<file path="src/rtl/lemming_world_if.sv">
// Handshake bundle between the Lemmings3 walker FSM (master) and the terrain model (slave).
interface lemming_world_if;
    logic       walk_left;
    logic       walk_right;
    logic       aaah;
    logic       digging;
    logic       ground;
    logic       bump_left;
    logic       bump_right;
    logic [3:0] pos_x;
    logic [3:0] pos_y;
    logic [4:0] fall_cnt;
    logic       splat;

    // FSM side: drives intent, observes the world
    modport master (
        output walk_left, walk_right, aaah, digging,
        input  ground, bump_left, bump_right, pos_x, pos_y, fall_cnt, splat
    );

    // World side: consumes intent, publishes terrain feedback and position
    modport slave (
        input  walk_left, walk_right, aaah, digging,
        output ground, bump_left, bump_right, pos_x, pos_y, fall_cnt, splat
    );
endinterface

</file>
<file path="src/rtl/lemming_world.sv">
// Column-height terrain and single-lemming position model closing the walker FSM loop.
// All feedback outputs are decoded from registered state only, so the loop has no
// combinational cycle and the FSM sees the effect of its own output one edge later.
module lemming_world #(
    parameter int unsigned      W         = 16,
    parameter int unsigned      H         = 8,
    parameter int unsigned      X0        = 4,
    parameter logic [4*W-1:0]   INIT_SURF = {W{4'd4}},
    parameter int unsigned      FALL_MAX  = 20
) (
    input  logic              clk,
    input  logic              rst,
    lemming_world_if.slave    bus
);

    localparam int unsigned XW      = 4;
    localparam int unsigned YW      = 4;
    localparam int unsigned CW      = 5;
    localparam logic [XW-1:0] X_MAX  = XW'(W - 1);
    localparam logic [YW-1:0] H_ROW  = YW'(H);
    localparam logic [XW-1:0] X_RST  = XW'(X0);
    localparam logic [YW-1:0] Y_RST  = INIT_SURF[4*X0 +: 4] - 4'd1;
    localparam logic [CW-1:0] C_SAT  = CW'(31);

    logic [3:0]    surf_q [W];
    logic [3:0]    surf_d [W];
    logic [XW-1:0] x_q, x_d;
    logic [YW-1:0] y_q, y_d;
    logic [CW-1:0] fall_q, fall_d;
    logic          splat_q, splat_d;

    logic [XW-1:0] xl_c, xr_c;
    logic [3:0]    surf_cur_c;
    logic          ground_c, bump_left_c, bump_right_c, fall_over_c;

    // Terrain feedback decoded from the current column and its neighbours
    always_comb begin
        xl_c         = x_q - 4'd1;
        xr_c         = x_q + 4'd1;
        surf_cur_c   = surf_q[x_q];
        ground_c     = (surf_cur_c == (y_q + 4'd1));
        bump_left_c  = (x_q == '0)    || (surf_q[xl_c] <= y_q);
        bump_right_c = (x_q == X_MAX) || (surf_q[xr_c] <= y_q);
        fall_over_c  = (32'(fall_q) > 32'(FALL_MAX));
    end

    // Next state: one action per cycle, splat > aaah > dig > walk
    always_comb begin
        surf_d  = surf_q;
        x_d     = x_q;
        y_d     = y_q;
        fall_d  = fall_q;
        splat_d = splat_q;
        if (splat_q) begin
            // dead lemming: everything frozen until reset
        end else if (bus.aaah) begin
            if (!ground_c) begin
                y_d = y_q + 4'd1;
            end
            if (fall_q != C_SAT) begin
                fall_d = fall_q + 5'd1;
            end
            if (ground_c && fall_over_c) begin
                splat_d = 1'b1;
            end
        end else begin
            fall_d = '0;
            if (bus.digging) begin
                // bedrock row H never gives way
                if (surf_cur_c < H_ROW) begin
                    surf_d[x_q] = surf_cur_c + 4'd1;
                end
            end else if (bus.walk_left && bus.walk_right) begin
                // contradictory request: stay put
            end else if (bus.walk_left && !bump_left_c) begin
                x_d = x_q - 4'd1;
            end else if (bus.walk_right && !bump_right_c) begin
                x_d = x_q + 4'd1;
            end
        end
    end

    // State registers, async reset puts the lemming on the initial ground at X0
    always_ff @(posedge clk or posedge rst) begin
        if (rst) begin
            for (int c = 0; c < int'(W); c++) begin
                surf_q[c] <= INIT_SURF[4*c +: 4];
            end
            x_q     <= X_RST;
            y_q     <= Y_RST;
            fall_q  <= '0;
            splat_q <= 1'b0;
        end else begin
            surf_q  <= surf_d;
            x_q     <= x_d;
            y_q     <= y_d;
            fall_q  <= fall_d;
            splat_q <= splat_d;
        end
    end

    // Publish state and decoded feedback onto the bus
    assign bus.ground     = ground_c;
    assign bus.bump_left  = bump_left_c;
    assign bus.bump_right = bump_right_c;
    assign bus.pos_x      = x_q;
    assign bus.pos_y      = y_q;
    assign bus.fall_cnt   = fall_q;
    assign bus.splat      = splat_q;

endmodule
</file>
<file path="src/flat_wrapper.sv">
// flat-port wrapper written by rule: the top's interface ports become plain ports
module lemming_world_flat 
#(
    parameter int unsigned      W         = 16,
    parameter int unsigned      H         = 8,
    parameter int unsigned      X0        = 4,
    parameter logic [4*W-1:0]   INIT_SURF = {W{4'd4}},
    parameter int unsigned      FALL_MAX  = 20
)
  (clk, rst, bus_walk_left, bus_walk_right, bus_aaah, bus_digging, bus_ground, bus_bump_left, bus_bump_right, bus_pos_x, bus_pos_y, bus_fall_cnt, bus_splat);
  lemming_world_if bus_i ();
  input  logic clk;
  input  logic rst;
  input wire logic [$bits(bus_i.walk_left)-1:0] bus_walk_left;
  input wire logic [$bits(bus_i.walk_right)-1:0] bus_walk_right;
  input wire logic [$bits(bus_i.aaah)-1:0] bus_aaah;
  input wire logic [$bits(bus_i.digging)-1:0] bus_digging;
  output wire logic [$bits(bus_i.ground)-1:0] bus_ground;
  output wire logic [$bits(bus_i.bump_left)-1:0] bus_bump_left;
  output wire logic [$bits(bus_i.bump_right)-1:0] bus_bump_right;
  output wire logic [$bits(bus_i.pos_x)-1:0] bus_pos_x;
  output wire logic [$bits(bus_i.pos_y)-1:0] bus_pos_y;
  output wire logic [$bits(bus_i.fall_cnt)-1:0] bus_fall_cnt;
  output wire logic [$bits(bus_i.splat)-1:0] bus_splat;
  assign bus_i.walk_left = bus_walk_left;
  assign bus_i.walk_right = bus_walk_right;
  assign bus_i.aaah = bus_aaah;
  assign bus_i.digging = bus_digging;
  assign bus_ground = bus_i.ground;
  assign bus_bump_left = bus_i.bump_left;
  assign bus_bump_right = bus_i.bump_right;
  assign bus_pos_x = bus_i.pos_x;
  assign bus_pos_y = bus_i.pos_y;
  assign bus_fall_cnt = bus_i.fall_cnt;
  assign bus_splat = bus_i.splat;
  lemming_world #(.W(W), .H(H), .X0(X0), .INIT_SURF(INIT_SURF), .FALL_MAX(FALL_MAX)) u_core (.clk(clk), .rst(rst), .bus(bus_i));
endmodule
</file>
<file path="config.mk">
export PLATFORM = sky130hd
export DESIGN_NAME = lemming_world_flat
export DESIGN_NICKNAME = d
export VERILOG_FILES = /design/src/rtl/lemming_world_if.sv /design/src/rtl/lemming_world.sv /design/src/flat_wrapper.sv
export SDC_FILE = /design/constraint.sdc
export NUM_CORES = 1
export LEC_CHECK = 0
export ABC_CLOCK_PERIOD_IN_PS = 6960
export CELL_PAD_IN_SITES_DETAIL_PLACEMENT = 0
export CELL_PAD_IN_SITES_GLOBAL_PLACEMENT = 2
export CORE_ASPECT_RATIO = 1.25
export CORE_MARGIN = 2
export CORE_UTILIZATION = 36
export DETAILED_ROUTE_END_ITERATION = 8
export HOLD_SLACK_MARGIN = 0.06
export PLACE_DENSITY = 0.71
export SETUP_SLACK_MARGIN = 0.02
export SLEW_MARGIN = 20
export SYNTH_ARGS = -nofsm -noshare
export SYNTH_HDL_FRONTEND = slang
export SYNTH_SLANG_ARGS = --single-unit
</file>
<file path="constraint.sdc">
create_clock -name clk -period 6.96 [get_ports clk]
set_input_delay 1.392 -clock clk [delete_from_list [all_inputs] [get_ports clk]]
set_output_delay 1.392 -clock clk [all_outputs]
set_load 0.02 [all_outputs]
</file>
Word-level counts from Yosys, hierarchy flattened
Index checks and enable logic that the tools add are counted.
{ "classes": {"n_mux": 19, "order_cmp": 8, "n_bitwise": 8, "eq_ne": 4, "add_sub_neg": 5, "n_reduce_logical": 15} }
{ "op_table": {"columns": ["op", "count"], "rows": [
  ["bitwise mux 64 bit", 1],
  ["binary-select mux 4 bit (select 4 bit)", 3],
  ["two-way mux 4 bit", 9],
  ["demux 4 bit (select 4 bit)", 1],
  [">= comparator 5 bit, second input constant", 3],
  ["NOT 4 -> 5 bit", 3],
  ["adder 4 x 1 -> 4 bit, second input constant", 3],
  ["two-way mux 5 bit", 2],
  ["<= comparator 4 bit", 2],
  ["adder 5 x 1 -> 5 bit, second input constant", 1],
  ["> comparator 5 bit, second input constant", 1],
  ["logical AND 1 bit", 5],
  ["< comparator 5 x 1 -> 1 bit, second input constant", 1],
  ["!= test 5 bit, second input constant", 1],
  ["NOT 1 bit", 5],
  ["AND reduction 5 bit", 1],
  ["== test 4 bit", 1],
  ["== test 4 bit, second input constant", 1],
  ["logical NOT 4 bit", 1],
  ["< comparator 4 bit, second input constant", 1],
  ["AND reduction 4 bit", 1],
  ["subtractor 4 x 1 -> 4 bit, second input constant", 1],
  ["two-way mux 1 bit", 3],
  ["AND reduction 3 bit", 1],
  ["other kinds (5)", 7]
]} }
{ "word_totals": {"out_inout_bits": 17, "input_bits": 6, "regBits": 78} }

Depth between registers and ports, before layout
{ "depth": {"depth_word": 11, "depth_mapped": 22, "mapped_depth_nobuf": 14} }

Least setup slack after synthesis
No wires, ideal clock.
{ "synth_timing": {"path_type": "register -> output", "from": "register u_core.x_q[0] (netlist: u_core.bus.pos_x[0])", "to": "output bus_bump_right", "setup_slack_ps": 584, "arrival_ps": 4984, "stages_incl_launch_ff": 17, "required_ps": 5568, "path_cell_list": "dfrtp_1 > buf_6 > buf_12 > buf_8 > buf_2 > clkbuf_1 > inv_1 > ha_1 > clkbuf_1 > clkbuf_1 > mux4_2 > mux4_2 > ha_1 > nor2b_1 > o21a_1 > o21a_1 > o211ai_1"} }
{ "synth_via": {"elab_chain_cells": 7, "elab_cells_between_ends": 8} }
{ "synth_rtl": {"columns": ["element", "line_no", "rtl"], "rows": [
  ["from (decl)", "lemming_world.sv:27", "logic [XW-1:0] x_q, x_d;"],
  ["from (signal assigned)", "lemming_world.sv:89", "x_q <= X_RST;"],
  ["from (signal assigned)", "lemming_world.sv:95", "x_q <= x_d;"],
  ["adder 4 x 1 -> 4 bit", "lemming_world.sv:39", "xr_c = x_q + 4'd1;"],
  ["NOT 4 -> 5 bit (not written as such)", "lemming_world.sv:43", "bump_right_c = (x_q == X_MAX) || (surf_q[xr_c] <= y_q);"],
  ["binary-select mux 4 bit (select 4 bit)", "lemming_world.sv:43", null],
  ["two-way mux 4 bit (not written as such) (2 in series)", "lemming_world.sv:43", null],
  ["<= comparator 4 bit", "lemming_world.sv:43", null],
  ["logical OR 1 bit (*)", "lemming_world.sv:43", null],
  ["to (decl)", "flat_wrapper.sv:20", "output wire logic [$bits(bus_i.bump_right)-1:0] bus_bump_right;"]
]} }
Every way passes the cells marked *; elsewhere a longest branch is shown, timed or not. The select of a mux whose other input is x is not followed.

Worst setup path in the final report
Same ends and word-level chain as after synthesis.

==> impl_metrics.py <==
metrics = {
    "clock_tree": {
        "clock_path_buffers": 2,
        "holdBufCountCts": 0,
        "post_cts_buffers": 0,
        "clkTransAtPathRegs_ns": 0.06,
        "post_cts_resized": 0,
        "clk_latency_ns": 0.34,
        "cts_sinks": 78,
        "htree_levels": 3,
        "cts_made_buffers": 9,
        "cts_tree": "yes",
        "cts_root_buffer": "clkbuf_16",
    },
    "yosys": {
        "ys_types": 56,
        "syn_area_um2": 5300,
        "synth_edf_count": 0,
        "syn-instance-count": 407,
        "synth_async_sr_flop_share_pct": 100,
        "syn_nets": 431,
        "ys_seq_area_share_pct": 37.3,
        "ys_ff_latch": 78,
        "yosys_warnings": 0,
        "synthTopCellsByArea": "dfrtp_1, mux4_2, dfstp_2, mux2_1, mux4_1",
        "syn_area_per_cell_um2": 13.0,
        "ys.flop_type": "dfrtp_1",
        "yosys.area.top_type": "dfrtp_1",
        "synth_top_cell_area_share_pct": 27.9,
    },
    "power": {
        "switching_share_pct": 43.8,
        "clkPwrFrac_pct": 15.5,
        "p_int_w": 0.00161,
        "pwr-share-seq_pct": 26.0,
        "power.leakage_nw": 2.58,
        "p_per_area_nw_per_um2": 483,
        "ir_drop_v": 0.000339,
        "switching_power_w": 0.00126,
        "p_comb_share_pct": 58.5,
    },
    "timing": {
        "post-route-min-period_ns": 5.79,
        "fin_setup_tns_ns": 0,
        "fmax_ghz": 0.173,
        "hold_viol": 0,
        "fin_crit_sh_pct": 83.2,
        "slew_viol_final": 0,
        "worstMarginPinSlew_ns": 0.856,
        "skew_ns": 0.0116,
        "grt_setup_unrepaired": "false",
        "setup_viol": 0,
        "slew_headroom_pct": 42.8,
    },
    "finish": {
        "fin_nets": 449,
        "area_growth_pct": 12.1,
        "layout-drive-gt1-share_pct": 27.2,
        "num_antenna_cells": 0,
        "fin_cells": 608,
        "fillers": 1344,
    },
    "floorplanning": {
        "fp.dieW_um": 113,
        "die_area_um2": 15700,
        "rows": 49,
        "core_area_um2": 14400,
        "initial_core_util_pct": 36.8,
        "die_y_um": 140,
        "ios": 23,
    },
    "global_routing": {
        "grt_pass1_wl_um": 21700,
        "grt_overflow_total": 0,
        "grt_pass1_vias": 3622,
        "antenna_found_initial": 0,
        "grt_max_degree": 79,
        "grt_usage_pct": 18.0,
    },
    "drt": {
        "viasPerCell": 5.70,
        "highest_layer": "met4",
        "dr.pass1.iters": 4,
        "drtIter0Drc": 240,
        "wl_met2_um": 6770,
        "wirelength_um": 13300,
        "vias": 3468,
        "drc": 0,
        "met1_length_um": 5720,
        "antenna_left": 0,
        "detail_route.wl_per_cell_um": 21.8,
        "wl_met3_um": 465,
    },
    "setup_path": {
        "r2r_cells": 12,
        "cp_max_fo": 53,
        "end_kind": "output port",
        "crit_required_ns": 5.57,
        "arrival_ns": 4.40,
        "critPathLaunchType": "register",
        "path_class": "reg -> out",
    },
    "place": {
        "dp.cells": 592,
        "hpwlAfterDp_um": 9800,
        "gp_congestion": 0.836,
        "io_buffers": 22,
    },
    "status": {
        "status": "finished, final reports clean",
    },
    "job": {
        "cap_violations": 0,
    },
    "min_path": {
        "min_delay_path_depth": 2,
        "hp-class": "reg -> reg",
    },
}
[state kept, by name (all words and copies together), names as in the netlist]
register	count
u_core.surf_q	64
u_core.bus.pos_y	4
u_core.bus.splat	1
u_core.bus.fall_cnt	5
u_core.bus.pos_x	4
[routing by layer]
| layer | global-route usage (%) | vias up |
|---|---|---|
| met5 | 0 | - |
| met4 | 5.78 | 0 |
| met3 | 3.09 | 17 |
| met2 | 30.4 | 71 |
| met1 | 23.5 | 1787 |
| li1 | - | 1593 |
[worst max-delay path, cell delays in order, from the launching register on]
cell	delay, ns
dfrtp_2	0.35
buf_4	0.59
ha_1	0.51
xor2_1	0.47
mux4_2	0.59
ha_1	0.29
nor2b_1	0.13
o21a_1	0.16
o21a_1	0.18
o211ai_1	0.15
clkdlybuf4s50_1	0.63
[final cells by class]
type	instances	area (um2)	area share, %
multi-input combinational	291	3130	52.7
sequential	78	1980	33.3
timing repair buffer	28	269	4.53
clock buffer	11	243	4.09
tap	178	223	3.75
inverter	17	65.1	1.09
clock inverter	5	35.0	0.590
[synth_stat cells, types with 3 or more instances]
cell,count
mux2_1,41
xor2_1,6
dfstp_2,19
nand4_1,3
mux2i_1,10
nor2_1,10
inv_1,14
nand2_1,41
nor3_1,3
o21ai_1,16
a21oi_1,4
xnor2_1,13
a22o_1,4
o21a_1,5
o21ai_0,5
clkbuf_1,11
ha_1,18
mux2_2,19
nor2b_1,3
mux4_1,9
dfrtp_1,59
buf_2,3
nand3_1,5
mux4_2,41
buf_6,3
[power by group through the flow]
| stage | clock network (W) | logic, W | registers (W) |
|---|---|---|---|
| final | 0.000445 | 0.00168 | 0.000746 |
| after detailed placement | 0 | 0.00170 | 0.000753 |
| after floorplan | 0 | 0.00126 | 0.000717 |
| after CTS | 0.000455 | 0.00170 | 0.000746 |
| after global routing | 0.000472 | 0.00184 | 0.000767 |
| after global placement | 0 | 0.00169 | 0.000746 |
[logic make-up (layout without fill, tap and decap cells)]
logic type | Yosys count | after routing | synth area share (%)
mux | 122 | 122 | 37.2
simple gates | 77 | 77 | 6.85
fa+ha+maj | 18 | 18 | 4.25
compound gates | 55 | 55 | 7.55
xor+xnor | 19 | 19 | 3.14
buf+inv | 38 | 61 | 3.71
flops | 78 | 78 | 37.3
[cells in the final DEF, fill, tap and decap left out, drive strengths merged, types with 2 or more instances in the layout]
cell type	n
a21o	2
a21oi	4
a22o	4
a31oi	2
a32o	2
and3	2
buf	6
clkbuf	11
clkdlybuf4s50	22
clkinv	3
clkinvlp	4
dfrtp	59
dfstp	19
ha	18
inv	15
mux2	61
mux2i	11
mux4	50
nand2	41
nand2b	2
nand3	5
nand4	3
nor2	11
nor2b	3
nor3	5
o2111ai	2
o211ai	2
o21a	5
o21ai	21
o22ai	2
o41ai	2
or2	2
xnor2	13
xor2	6
[stage by stage]
stage               setup WS [ns]  power, W  hold slack [ns]  util (%)  area [um2]
detailed placement           1.44   0.00245            0.511      39.3        5660
finish                       1.17   0.00287            0.522      41.2        5940
global placement             1.53   0.00243            0.499      39.3        5660
global route                0.851   0.00308            0.563      41.2        5940
floorplan                   0.584   0.00198            0.481         -        5300
CTS                          1.07   0.00290            0.526      41.2        5940
[path summary, 6_finish.rpt]
path / startpoint / endpoint / slack [ns]
hold / removal: u_core.surf_q[12] / u_core.surf_q[12] / 0.52
hold reg to reg: u_core.surf_q[12] / u_core.surf_q[12] / 0.52
max in group asynchronous: rst / u_core.bus.pos_x[0] / 4.86
setup / recovery: u_core.bus.pos_x[0] / bus_bump_right / 1.17
min in group asynchronous: rst / u_core.surf_q[11] / 1.57
setup reg to reg: u_core.bus.pos_x[0] / u_core.bus.pos_x[3] / 2.48
Note: power is estimated with default switching activity, not from simulation.
